File: src/rtl/special_pkg.sv
// rtl/special_pkg.sv - shared constants and encodings for the sqrt special-case stage
//
// Holds the one-hot class bit positions used on out_class and two helpers
// that build the quiet-bit mask and the canonical (negative, quiet) NaN for
// any exponent/fraction width. The helpers return wide vectors; callers
// slice the low bits they need.
package special_pkg;

    // Bit positions inside the 6-bit one-hot class vector
    // {qnan, snan, inf, zero, subnormal, normal}.
    localparam int CLS_NORMAL    = 0;
    localparam int CLS_SUBNORMAL = 1;
    localparam int CLS_ZERO      = 2;
    localparam int CLS_INF       = 3;
    localparam int CLS_SNAN      = 4;
    localparam int CLS_QNAN      = 5;
    localparam int CLS_W         = 6;

    // Fraction MSB, the IEEE-754 quiet bit.
    function automatic logic [63:0] quiet_mask(input int mant_w);
        return 64'd1 << (mant_w - 1);
    endfunction

    // Canonical NaN produced for invalid sqrt operands:
    // sign=1, exponent all ones, fraction = quiet bit only.
    function automatic logic [127:0] canon_nan(input int exp_w, input int mant_w);
        logic [127:0] r;
        r = (128'd1 << (exp_w + mant_w))
          | (((128'd1 << exp_w) - 128'd1) << mant_w)
          | (128'd1 << (mant_w - 1));
        return r;
    endfunction

endpackage

File: src/rtl/lzc_n.sv
// rtl/lzc_n.sv - leading-zero counter for the subnormal normaliser
//
// Ports:
//   in_bits  in   WIDTH               vector to scan from the MSB down
//   count    out  $clog2(WIDTH+1)     number of leading zeros (WIDTH when all zero)
module lzc_n #(
    parameter int WIDTH = 10
) (
    input  logic [WIDTH-1:0]         in_bits,
    output logic [$clog2(WIDTH+1)-1:0] count
);

    localparam int CW = $clog2(WIDTH + 1);

    // Ascending scan: the last set bit seen is the highest one, so its
    // distance from the MSB is the leading-zero count.
    always_comb begin
        count = CW'(WIDTH);
        for (int i = 0; i < WIDTH; i++) begin
            if (in_bits[i]) begin
                count = CW'(WIDTH - 1 - i);
            end
        end
    end

endmodule

File: src/rtl/special_classify_pipe.sv
// rtl/special_classify_pipe.sv - 2-stage IEEE-754 classify and sqrt special-result pipe
//
// Front end of the square-root datapath. Stage 1 registers the operand and
// its class; stage 2 resolves sqrt special results (NaN, +-inf, +-0,
// negative operands) and presents positive normal/subnormal operands to
// the iterative core with bypass=0.
//
// Optional feature macro: SPECIAL_SUBNORM_NORM_EN
//   defined   - stage 2 normalises subnormal fractions through lzc_n
//   undefined - subnormals pass with the raw fraction, no LZC logic
//
// Ports:
//   clk, rst       clock, synchronous active-high reset
//   in_valid/in_ready/in_data      operand stream {sign, exp, mant}
//   out_valid/out_ready/out_data   result stream (final value or passthrough)
//   out_exp_adj    signed unbiased exponent of the operand (EXP_W+2 bits)
//   out_mant       fraction handed to the sqrt core
//   out_class      one-hot {qnan, snan, inf, zero, subnormal, normal}
//   out_bypass     out_data is final, skip the core
//   clr_flags      clear sticky flags
//   flag_nv        sticky invalid-operation flag
module special_classify_pipe
    import special_pkg::*;
#(
    parameter int EXP_W  = 5,
    parameter int MANT_W = 10,
    parameter int BIAS   = 2 ** (EXP_W - 1) - 1
) (
    input  logic                      clk,
    input  logic                      rst,
    input  logic                      in_valid,
    output logic                      in_ready,
    input  logic [EXP_W+MANT_W:0]     in_data,
    output logic                      out_valid,
    input  logic                      out_ready,
    output logic [EXP_W+MANT_W:0]     out_data,
    output logic [EXP_W+1:0]          out_exp_adj,
    output logic [MANT_W-1:0]         out_mant,
    output logic [CLS_W-1:0]          out_class,
    output logic                      out_bypass,
    input  logic                      clr_flags,
    output logic                      flag_nv
);

    localparam int DW  = 1 + EXP_W + MANT_W;
    localparam int EAW = EXP_W + 2;

    localparam logic [63:0]     QMASK_W = quiet_mask(MANT_W);
    localparam logic [MANT_W-1:0] QMASK = QMASK_W[MANT_W-1:0];
    localparam logic [127:0]    CNAN_W  = canon_nan(EXP_W, MANT_W);
    localparam logic [DW-1:0]   CNAN    = CNAN_W[DW-1:0];
    localparam logic [EAW-1:0]  BIAS_E  = EAW'(BIAS);

    // ------------------------------------------------------------------
    // Handshake: each stage advances when empty or when the next one moves,
    // so in_ready looks through both stages to out_ready.
    // ------------------------------------------------------------------
    logic vld1;
    logic vld2;
    logic adv1;
    logic adv2;

    assign adv2      = !vld2 || out_ready;
    assign adv1      = !vld1 || adv2;
    assign in_ready  = adv1;
    assign out_valid = vld2;

    // ------------------------------------------------------------------
    // Stage 1: classify
    // ------------------------------------------------------------------
    logic [EXP_W-1:0]  in_exp;
    logic [MANT_W-1:0] in_mant;
    logic              in_exp_ones;
    logic              in_exp_zero;
    logic              in_mant_zero;
    logic [CLS_W-1:0]  in_class;

    assign in_exp       = in_data[DW-2:MANT_W];
    assign in_mant      = in_data[MANT_W-1:0];
    assign in_exp_ones  = &in_exp;
    assign in_exp_zero  = ~|in_exp;
    assign in_mant_zero = ~|in_mant;

    always_comb begin
        in_class = '0;
        if (in_exp_ones) begin
            if (in_mant_zero) begin
                in_class[CLS_INF] = 1'b1;
            end else if (in_mant[MANT_W-1]) begin
                in_class[CLS_QNAN] = 1'b1;
            end else begin
                in_class[CLS_SNAN] = 1'b1;
            end
        end else if (in_exp_zero) begin
            if (in_mant_zero) begin
                in_class[CLS_ZERO] = 1'b1;
            end else begin
                in_class[CLS_SUBNORMAL] = 1'b1;
            end
        end else begin
            in_class[CLS_NORMAL] = 1'b1;
        end
    end

    logic [DW-1:0]    s1_data;
    logic [CLS_W-1:0] s1_class;

    always_ff @(posedge clk) begin
        if (rst) begin
            vld1     <= 1'b0;
            s1_data  <= '0;
            s1_class <= '0;
        end else if (adv1) begin
            vld1 <= in_valid;
            if (in_valid) begin
                s1_data  <= in_data;
                s1_class <= in_class;
            end
        end
    end

    // ------------------------------------------------------------------
    // Stage 2: resolve special results
    // ------------------------------------------------------------------
    logic              s1_sign;
    logic [EXP_W-1:0]  s1_exp;
    logic [MANT_W-1:0] s1_mant;
    logic [EAW-1:0]    norm_exp;
    logic [EAW-1:0]    sub_exp;
    logic [MANT_W-1:0] sub_mant;

    assign s1_sign  = s1_data[DW-1];
    assign s1_exp   = s1_data[DW-2:MANT_W];
    assign s1_mant  = s1_data[MANT_W-1:0];
    assign norm_exp = {2'b00, s1_exp} - BIAS_E;

`ifdef SPECIAL_SUBNORM_NORM_EN
    localparam int CW = $clog2(MANT_W + 1);

    logic [CW-1:0] lz;
    logic [CW:0]   shamt;

    lzc_n #(
        .WIDTH (MANT_W)
    ) u_lzc (
        .in_bits (s1_mant),
        .count   (lz)
    );

    // Shifting one past the leading zeros pushes the leading 1 out of the
    // field, leaving the fraction below the now-implicit bit.
    assign shamt    = {1'b0, lz} + (CW + 1)'(1);
    assign sub_mant = s1_mant << shamt;
    assign sub_exp  = EAW'(1) - BIAS_E - EAW'(shamt);
`else
    assign sub_mant = s1_mant;
    assign sub_exp  = EAW'(1) - BIAS_E;
`endif

    logic [DW-1:0]     r_data;
    logic [EAW-1:0]    r_exp_adj;
    logic [MANT_W-1:0] r_mant;
    logic              r_bypass;
    logic              r_nv;

    // Priority: NaNs keep their sign (negative qNaN is not invalid), then
    // any other negative non-zero operand becomes the canonical NaN.
    // Special classes report exp_adj = 0 since the core never sees them.
    always_comb begin
        r_data    = s1_data;
        r_exp_adj = '0;
        r_mant    = s1_mant;
        r_bypass  = 1'b1;
        r_nv      = 1'b0;
        if (s1_class[CLS_QNAN] || s1_class[CLS_SNAN]) begin
            r_data = {s1_sign, {EXP_W{1'b1}}, s1_mant | QMASK};
            r_nv   = s1_class[CLS_SNAN];
        end else if (s1_sign && !s1_class[CLS_ZERO]) begin
            r_data = CNAN;
            r_nv   = 1'b1;
        end else if (s1_class[CLS_NORMAL] || s1_class[CLS_SUBNORMAL]) begin
            r_bypass = 1'b0;
        end

        if (s1_class[CLS_NORMAL]) begin
            r_exp_adj = norm_exp;
        end else if (s1_class[CLS_SUBNORMAL]) begin
            r_exp_adj = sub_exp;
            r_mant    = sub_mant;
        end
    end

    logic s2_nv;

    always_ff @(posedge clk) begin
        if (rst) begin
            vld2        <= 1'b0;
            out_data    <= '0;
            out_exp_adj <= '0;
            out_mant    <= '0;
            out_class   <= '0;
            out_bypass  <= 1'b0;
            s2_nv       <= 1'b0;
        end else if (adv2) begin
            vld2 <= vld1;
            if (vld1) begin
                out_data    <= r_data;
                out_exp_adj <= r_exp_adj;
                out_mant    <= r_mant;
                out_class   <= s1_class;
                out_bypass  <= r_bypass;
                s2_nv       <= r_nv;
            end
        end
    end

    // ------------------------------------------------------------------
    // Sticky NV: raised when an invalid operand actually leaves; a raise
    // in the same cycle as a clear takes priority.
    // ------------------------------------------------------------------
    always_ff @(posedge clk) begin
        if (rst) begin
            flag_nv <= 1'b0;
        end else if (vld2 && out_ready && s2_nv) begin
            flag_nv <= 1'b1;
        end else if (clr_flags) begin
            flag_nv <= 1'b0;
        end
    end

endmodule

File: config.mk
export PLATFORM = sky130hd
export DESIGN_NAME = special_classify_pipe
export DESIGN_NICKNAME = d
export VERILOG_FILES = /design/src/rtl/special_pkg.sv /design/src/rtl/lzc_n.sv /design/src/rtl/special_classify_pipe.sv
export SDC_FILE = /design/constraint.sdc
export NUM_CORES = 1
export LEC_CHECK = 0
export ABC_AREA = 1
export CAP_MARGIN = 10
export CORE_UTILIZATION = 50
export DETAILED_ROUTE_END_ITERATION = 12
export GPL_TIMING_DRIVEN = 1
export HOLD_SLACK_MARGIN = 0.06
export PLACE_DENSITY = 0.81
export SYNTH_ARGS = -nofsm -noshare
export SYNTH_HDL_FRONTEND = slang
export SYNTH_SLANG_ARGS = --single-unit
File: constraint.sdc
create_clock -name clk -period 2.18 [get_ports clk]
set_input_delay 0.654 -clock clk [delete_from_list [all_inputs] [get_ports clk]]
set_output_delay 0.654 -clock clk [all_outputs]
set_load 0.05 [all_outputs]
# After elaboration in Yosys (flattened, before gate mapping)

Index checks and enable logic that the tools add are counted.

Register bits after elaboration: 66
Bits in latches: 0
RAM bits: 0
Memories kept: 0
Output and inout port bits: 43
Word-level logic and storage cells: 48
ROM bits: 0

Magnitude comparators: 0
Shifts and indexed selects: 0
Reductions and logical operators: 16
Add/subtract/negate cells: 1
Bitwise gates (word level): 0
$mul: 0
Equal/unequal tests: 0
Divide/modulo/power cells: 0
Muxes and demuxes: 20

Operators by type and width:

| cell                                             | count |
|---|---|
| 2-to-1 mux 16 bit                                | 2 |
| 2-to-1 mux 7 bit                                 | 2 |
| 2-to-1 mux 1 bit                                 | 12 |
| OR reduction 10 bit                              | 1 |
| 2-to-1 mux 3 bit                                 | 2 |
| subtractor 5 x 4 -> 6 bit, second input constant | 1 |
| AND reduction 5 bit                              | 1 |
| OR reduction 5 bit                               | 1 |
| logical OR 1 bit                                 | 4 |
| 2-to-1 mux 2 bit                                 | 2 |
| AND reduction 2 bit                              | 2 |
| logical AND 1 bit                                | 3 |
| zero test 1 bit                                  | 3 |
| nonzero test 2 bit                               | 1 |

# Depth between registers and ports, before layout

Gate-level depths: netlist of the first run.

Depth after elaboration: 4
Depth in mapped cells: 7

# Least setup slack after synthesis of the first run

OpenSTA, ideal clock, no wires.

Path type: reg2out
From: reg vld2 (netlist: out_valid)
To: out in_ready
Path buffers: 0
Arrival: 1.082 ns
Slack: 0.444 ns
Data required time: 1.526 ns
Cell stages (with the launch flop): 2
Cell sequence: dfxtp_1 nand3_4

Cells in the longest elaborated chain, start to end: 3

RTL lines:

| item                   | RTL line                     | text |
|---|---|---|
| start, declared        | special_classify_pipe.sv:59  | `logic vld2;` |
| start signal, assigned | special_classify_pipe.sv:205 | `vld2 <= vld1;` |
| zero test 1 bit        | special_classify_pipe.sv:63  | `assign adv2 = !vld2 \|\| out_ready;` |
| logical OR 1 bit       | special_classify_pipe.sv:63  |  |
| logical OR 1 bit       | special_classify_pipe.sv:64  | `assign adv1 = !vld1 \|\| adv2;` |
| end, declared          | special_classify_pipe.sv:32  | `output logic in_ready,` |

Every way passes these cells.

# Final worst setup path of the first run

From: reg out_mant[0]
To: out out_mant[0]

RTL lines:

| item                   | RTL line                     | text |
|---|---|---|
| start, declared        | special_classify_pipe.sv:38  | `output logic [MANT_W-1:0] out_mant,` |
| start signal, assigned | special_classify_pipe.sv:209 | `out_mant <= r_mant;` |

No word-level cell between the ends.

==> results of run 1 <==
==> placed cells by master, fill, tap and decap left out, types with 2 or more instances in the layout <==
master / n
o21ai_0: 17
a31oi_1: 9
inv_2: 2
clkbuf_1: 2
dfxtp_1: 65
buf_12: 3
nand2_2: 2
a21oi_1: 36
clkdlybuf4s50_1: 46
dlymetal6s2s_1: 11
nor2_1: 41
nand2_4: 2
nand3_1: 9
a211oi_2: 2
nand4_1: 2
nand2_1: 38
a21oi_2: 4
a22oi_1: 7
a22oi_2: 3
inv_1: 33
nor2_2: 3
o21ai_1: 14
clkbuf_8: 12
buf_4: 13
==> registers in the layout, indices dropped and copies added, names as in the netlist <==
signal,count
out_mant,10
out_bypass,1
s1_class,6
vld1,1
out_class,6
flag_nv,1
out_data,16
s1_data,16
s2_nv,1
out_exp_adj,6
out_valid,1
==> metrics by stage <==
step / hold WS, ns / setup TNS, ns
finish: 0.466 / 0
global route: 0.481 / -0.00242
CTS: 0.468 / 0
detailed placement: 0.456 / 0
global placement: 0.443 / 0
floorplan: 0.430 / 0
==> area by class of cell <==
class / instances / area (µm²) / share of cell area [%]
flip-flops and latches: 65 / 1300 / 37.1
multi-input cells: 195 / 1020 / 29.1
repair buffers: 74 / 764 / 21.8
clock buffers: 14 / 173 / 4.92
inverters: 35 / 131 / 3.74
well taps: 67 / 83.8 / 2.39
clock inverters: 2 / 35.0 / 0.998
==> Yosys cell counts (3+ instances only) <==
cell | instances | area share [%]
a22oi_1 | 7 | 2.0
inv_1 | 33 | 4.8
buf_6 | 5 | 2.2
a21oi_1 | 36 | 6.9
dfxtp_1 | 65 | 50
buf_2 | 3 | 0.58
nand3_1 | 9 | 1.7
o21ai_1 | 14 | 2.7
nor2_1 | 41 | 5.9
clkbuf_1 | 4 | 0.58
nand2_1 | 38 | 5.5
a31oi_1 | 9 | 2.2
o21ai_0 | 17 | 3.3
nor2_2 | 3 | 0.72
a22oi_2 | 3 | 1.4
a21oi_2 | 4 | 1.3
==> final timing paths <==
check                 startpoint              to  slack, ns
setup / recovery     out_mant[0]     out_mant[0]       0.03
hold / removal    out_exp_adj[0]  out_exp_adj[0]       0.47
setup reg to reg       out_valid     out_data[3]       0.70
hold reg to reg   out_exp_adj[0]  out_exp_adj[0]       0.47
==> power groups by stage <==
stage	clock, µW	combinational [µW]	sequential [µW]
2_1_floorplan	0	186	1440
4_1_cts	1070	459	1290
3_5_place_dp	0	455	1320
3_3_place_gp	0	447	1310
5_1_grt	1130	490	1300
6_report	1060	458	1290
==> routing by layer <==
metal	track usage (%)	up-vias	wire, µm
met5	0	-	0
met4	13.0	0	166
met3	6.91	15	303
met2	39.3	78	3050
met1	27.1	1056	2540
li1	-	1167	-
==> worst min-delay path, cell delays in order (launching register included) <==
cell     delay (ns)
dfxtp_1        0.31
nand2_1        0.06
a21oi_1        0.05
==> kinds of logic (layout without fill, tap and decap cells) <==
| logic type | Yosys count | in the layout | share of synthesized area, % |
|---|---|---|---|
| XOR/XNOR | 1 | 1 | 0.336 |
| flip-flops | 65 | 65 | 49.9 |
| AND/OR/NAND/NOR | 100 | 100 | 17.0 |
| adder cells (fa/ha/maj) | 1 | 1 | 0.480 |
| AO/OA/AOI/OAI | 93 | 93 | 21.4 |
| buffers and inverters | 53 | 125 | 10.8 |
==> timing repair <==
action,in CTS,in global routing
setup buffers,0,2
resized for setup,1,11
setup endpoints to repair,1,12
==> flow_summary.yaml, run 1 <==
power_and_ir_drop:
  intPower_uw: 2040
  netSwitchingFraction_pct: 27.5
  max-vdd-ir-drop_mv: 0.397
  finalPower_uw: 2810
  cellLeakagePower_uw: 0.00152
  pwr-share-seq_pct: 46.0
  p_switching_uw: 771
  comb_power_share_pct: 16.3
  clkPwrFrac_pct: 37.7
  power-per-cell-area_nw_per_um2: 800
drt:
  first_pass_iters: 4
  antenna_left: 0
  wirelength_um: 6050
  drt_iter0_markers: 112
  route.detailed.wl_per_inst_um: 13.4
  viasPerCell: 5.12
  via_count: 2316
  drc: 0
timing:
  slew_viol_final: 0
  relSlewSlack_pct: 61.5
  worstMarginPinSlew_ns: 0.575
  finClkSkew_ns: 0.00473
  hold_viol: 0
  setup_viol_count_final: 0
  fin_crit_ns: 2.15
  worst_slack_ns: 0.0341
  fin_crit_sh_pct: 98.4
  max_freq_mhz: 466
final_layout:
  fin_area_um2: 3510
  syn_to_final_growth_pct: 34.7
  drive_above_1_share_pct: 13.2
  layout.cells.non_filler: 452
  diodes: 0
  fill_cells: 402
  post-route-util_pct: 71.9
  nets: 402
critical_path:
  crit_type: "reg -> out"
  crit_buf_inv: 1
  slowest_delay_ns: 0.81
  path_max_fanout: 2
  cp-start-kind: "flip-flop"
  cp.depth: 1
  rr_worst_depth: 5
  slowest_stage: "clkdlybuf4s50_1"
  endpoint_kind: "primary output"
  path_cells: "clkdlybuf4s50_1"
  cp_data_required_time_ns: 1.53
  arrival_ns: 1.49
  critPathTopFamily: "buffers and inverters"
yosys:
  ys_ff_latch: 65
  syn_nets: 335
  yosysSeqAreaShare_pct: 49.9
  ys_types: 31
  synth_area_per_cell_um2: 8.33
  ys.flop_type: "dfxtp_1"
  syn-instance-count: 313
  async_flop_share_pct: 0
  yosysWarnings: 0
  synth_area_um2: 2610
  synth_edf_count: 0
placed_design:
  place.gp.congestion: 0.822
  dp_cells: 434
  place_area_um2: 3260
  dpl_worst_slack_ns: 0.0341
  hpwlAfterDp_um: 4120
  io_buffers: 63
clocking:
  clkTransAtPathRegs_ns: 0.07
  cts_inserted_buffers: 9
  cts_tree: "yes"
  clk_latency_ns: 0.34
  hold_buffers: 0
  cts.sinks: 65
  clock_path_buffers: 2
  cts-root-buf: "clkbuf_8"
  ctsHtreeMaxLevel: 3
floorplan:
  std_cell_rows: 25
  start_util_pct: 53.4
  boundaryPins: 64
  die-area_um2: 5500
  coreArea_um2: 4880
  dieHeight_um: 74.2
  die_x_um: 74.2
grt:
  grt_pass1_vias: 2153
  grt_pass1_wl_um: 9580
  antenna_found_initial: 0
  grt_remaining_overflow: 0
  grt_start_max_net_pins: 38
  grt_use_total_pct: 23.6
run:
  cap_violations: 0
hold_path:
  holdCritPathClass: "reg -> reg"
  whs_path_depth: 2
status:
  status: "completed"
No activity file was read; power rests on OpenSTA's default activity.
==> inputs of run 2 (changes only) <==
--- a/config.mk
+++ b/config.mk
@@ -7,7 +7,9 @@
 export LEC_CHECK = 0
 export ABC_AREA = 1
 export CAP_MARGIN = 10
+export CORE_MARGIN = 2
 export CORE_UTILIZATION = 50
+export CTS_BUF_LIST = sky130_fd_sc_hd__clkbuf_4
 export DETAILED_ROUTE_END_ITERATION = 12
 export GPL_TIMING_DRIVEN = 1
 export HOLD_SLACK_MARGIN = 0.06
==> constraint.sdc (replaced) <==
create_clock -name clk -period 2.3 [get_ports clk]
set_input_delay 0.69 -clock clk [delete_from_list [all_inputs] [get_ports clk]]
set_output_delay 0.69 -clock clk [all_outputs]
set_load 0.05 [all_outputs]
==> run 2 against run 1 <==
Compared with the run above:
- non-clock buffer count down 5
- register-to-register slack gained 0.10 ns
- final cell count shrank 0.66%
- highest routed layer unchanged
- combinational power decreased by 8.1%
- utilization shrank 4.0 points
- via count decreased by 1.1%
- cell area shrank 1.7%
- clock-buffer cell count down 3
- critical path depth stayed put
- die area rose by 5.5%
- global-route usage decreased by 2.8 points
==> flow_summary.yaml, run 2 (synthesis results as in run 1) <==
placed_design:
  hpwlAfterDp_um: 4000
  io_buffers: 63
  place.gp.congestion: 0.870
  place_area_um2: 3250
drt:
  drc: 0
  via_count: 2290
  viasPerCell: 5.10
  drt_iter0_markers: 127
  first_pass_iters: 5
  antenna_left: 0
  wirelength_um: 5740
  route.detailed.wl_per_inst_um: 12.8
timing:
  slew_viol_final: 0
  max_freq_mhz: 446
  setup_viol_count_final: 0
  relSlewSlack_pct: 61.6
  rsz0062_at_grt: "false"
  fin_crit_ns: 2.24
  setup_tns_ns: 0
  finClkSkew_ns: 0.0124
  fin_crit_sh_pct: 97.5
  worstMarginPinSlew_ns: 0.574
  hold_ws_ns: 0.462
  hold_viol: 0
critical_path:
  crit_type: "reg -> out"
  cp_data_required_time_ns: 1.61
  crit_start: "out_exp_adj[2]"
  endpoint_kind: "primary output"
  slowest_stage: "clkdlybuf4s50_1"
  slowest_delay_ns: 0.80
  arrival_ns: 1.55
  crit_buf_inv: 1
  timing.reg2reg.setup_slack_ns: 0.80
  path_max_fanout: 2
  path_cells: "clkdlybuf4s50_1"
  r2r-start: "out_valid"
  critPathTopFamily: "buffers and inverters"
  cp-start-kind: "flip-flop"
clocking:
  cts-root-buf: "clkbuf_4"
  ctsHtreeMaxLevel: 3
  cts.sinks: 65
  clkTransAtPathRegs_ns: 0.10
  hold_buffers: 0
  cts_inserted_buffers: 9
  postCtsSetupBuffers: 0
  cts_tree: "yes"
  clk_latency_ns: 0.40
  clock_path_buffers: 2
grt:
  grt_use_total_pct: 20.7
  grt_pass1_vias: 2237
  grt_remaining_overflow: 0
  antenna_found_initial: 0
  grt_start_max_net_pins: 38
  grt_pass1_wl_um: 9680
run:
  cap_violations: 0
final_layout:
  syn_to_final_growth_pct: 32.4
  layout_common_cells: "dfxtp_1, nor2_1, nand2_1, a21oi_1, clkdlybuf4s50_1"
  diodes: 0
  biggestRegsByFlops: "out_data (16), s1_data (16), out_mant (10)"
  fin_area_um2: 3450
  final_common_cell: "dfxtp_1"
  nets: 397
  post-route-util_pct: 68.0
  drive_above_1_share_pct: 11.3
status:
  status: "completed"
floorplan:
  die_x_um: 76.2
  coreArea_um2: 5070
  std_cell_rows: 26
  boundaryPins: 64
  start_util_pct: 51.4
  die-area_um2: 5810
  dieHeight_um: 76.2
power_and_ir_drop:
  max-vdd-ir-drop_mv: 0.532
  clkPwrFrac_pct: 33.8
  netSwitchingFraction_pct: 27.8
  pwr-share-seq_pct: 49.2
  cellLeakagePower_uw: 0.00165
  comb_power_share_pct: 17.0
  p_switching_uw: 690
  power-per-cell-area_nw_per_um2: 718
  intPower_uw: 1790
hold_path:
  hold_start: "s1_data[5]"
  holdCritPathClass: "reg -> reg"
==> run 2: changes by cell type in the layout (fill, tap and decap cells not counted) <==
cell	previous run	this run
bufinv_16	1	2
dlymetal6s2s_1	11	21
buf_4	13	5
clkdlybuf4s50_1	46	36
dlygate4sd2_1	1	4
clkbuf_4	0	11
clkbuf_1	2	0
clkinv_1	0	1
clkbuf_8	12	0
==> run 2: routing by layer <==
metal  vias up  routed length (µm)  GRT usage, %
met5         -                   0             0
met4         0                 133          9.27
met3        10                 276          6.87
met2        55                2760          35.0
met1      1069                2560          24.0
li1       1156                   -             -
==> run 2: power groups by stage <==
| stage | Sequential [µW] | Clock [µW] | Combinational [µW] |
|---|---|---|---|
| global route | 1230 | 899 | 455 |
| detailed placement | 1250 | 0 | 427 |
| CTS | 1220 | 847 | 426 |
| floorplan | 1360 | 0 | 176 |
| global placement | 1240 | 0 | 419 |
| finish | 1220 | 836 | 421 |
==> run 2: cell type report <==
| type | count | area [µm²] |
|---|---|---|
| Fill cell | 440 | 1630 |
| Timing Repair Buffer | 69 | 756 |
| Multi-Input combinational cell | 195 | 1020 |
| Inverter | 35 | 131 |
| Clock buffer | 11 | 82.6 |
| Sequential cell | 65 | 1300 |
| Clock inverter | 4 | 68.8 |
| Tap cell | 70 | 87.6 |
==> run 2: final timing paths <==
kind | endpoint | cells past startpoint
hold reg to reg | s1_data[5] | 2
hold / removal | s1_data[5] | 2
setup reg to reg | s1_data[8] | 6
setup / recovery | out_exp_adj[2] | 1
==> run 2: through the flow <==
step                      total power, µW  setup WS, ns  instances
final                                2480        0.0572        449
after global routing                 2580      0.000517        449
after CTS                            2490        0.0138        449
after detailed placement             1670        0.0882        434
after global placement               1660        0.0914        434
after floorplan                      1540         0.528        313
==> run 2: what timing repair did <==
action,4_1_cts,5_1_grt
pin swaps,0,0
endpoints found under the setup margin,4,21
gates resized for setup,4,21
==> inputs of run 3 (changes only) <==
--- a/config.mk
+++ b/config.mk
@@ -10,6 +10,7 @@
 export CORE_MARGIN = 2
 export CORE_UTILIZATION = 50
 export CTS_BUF_LIST = sky130_fd_sc_hd__clkbuf_4
+export CTS_CLUSTER_SIZE = 28
 export DETAILED_ROUTE_END_ITERATION = 12
 export GPL_TIMING_DRIVEN = 1
 export HOLD_SLACK_MARGIN = 0.06
==> results of run 3 <==
Final layout, timing and power as in run 2 (identical DEF).
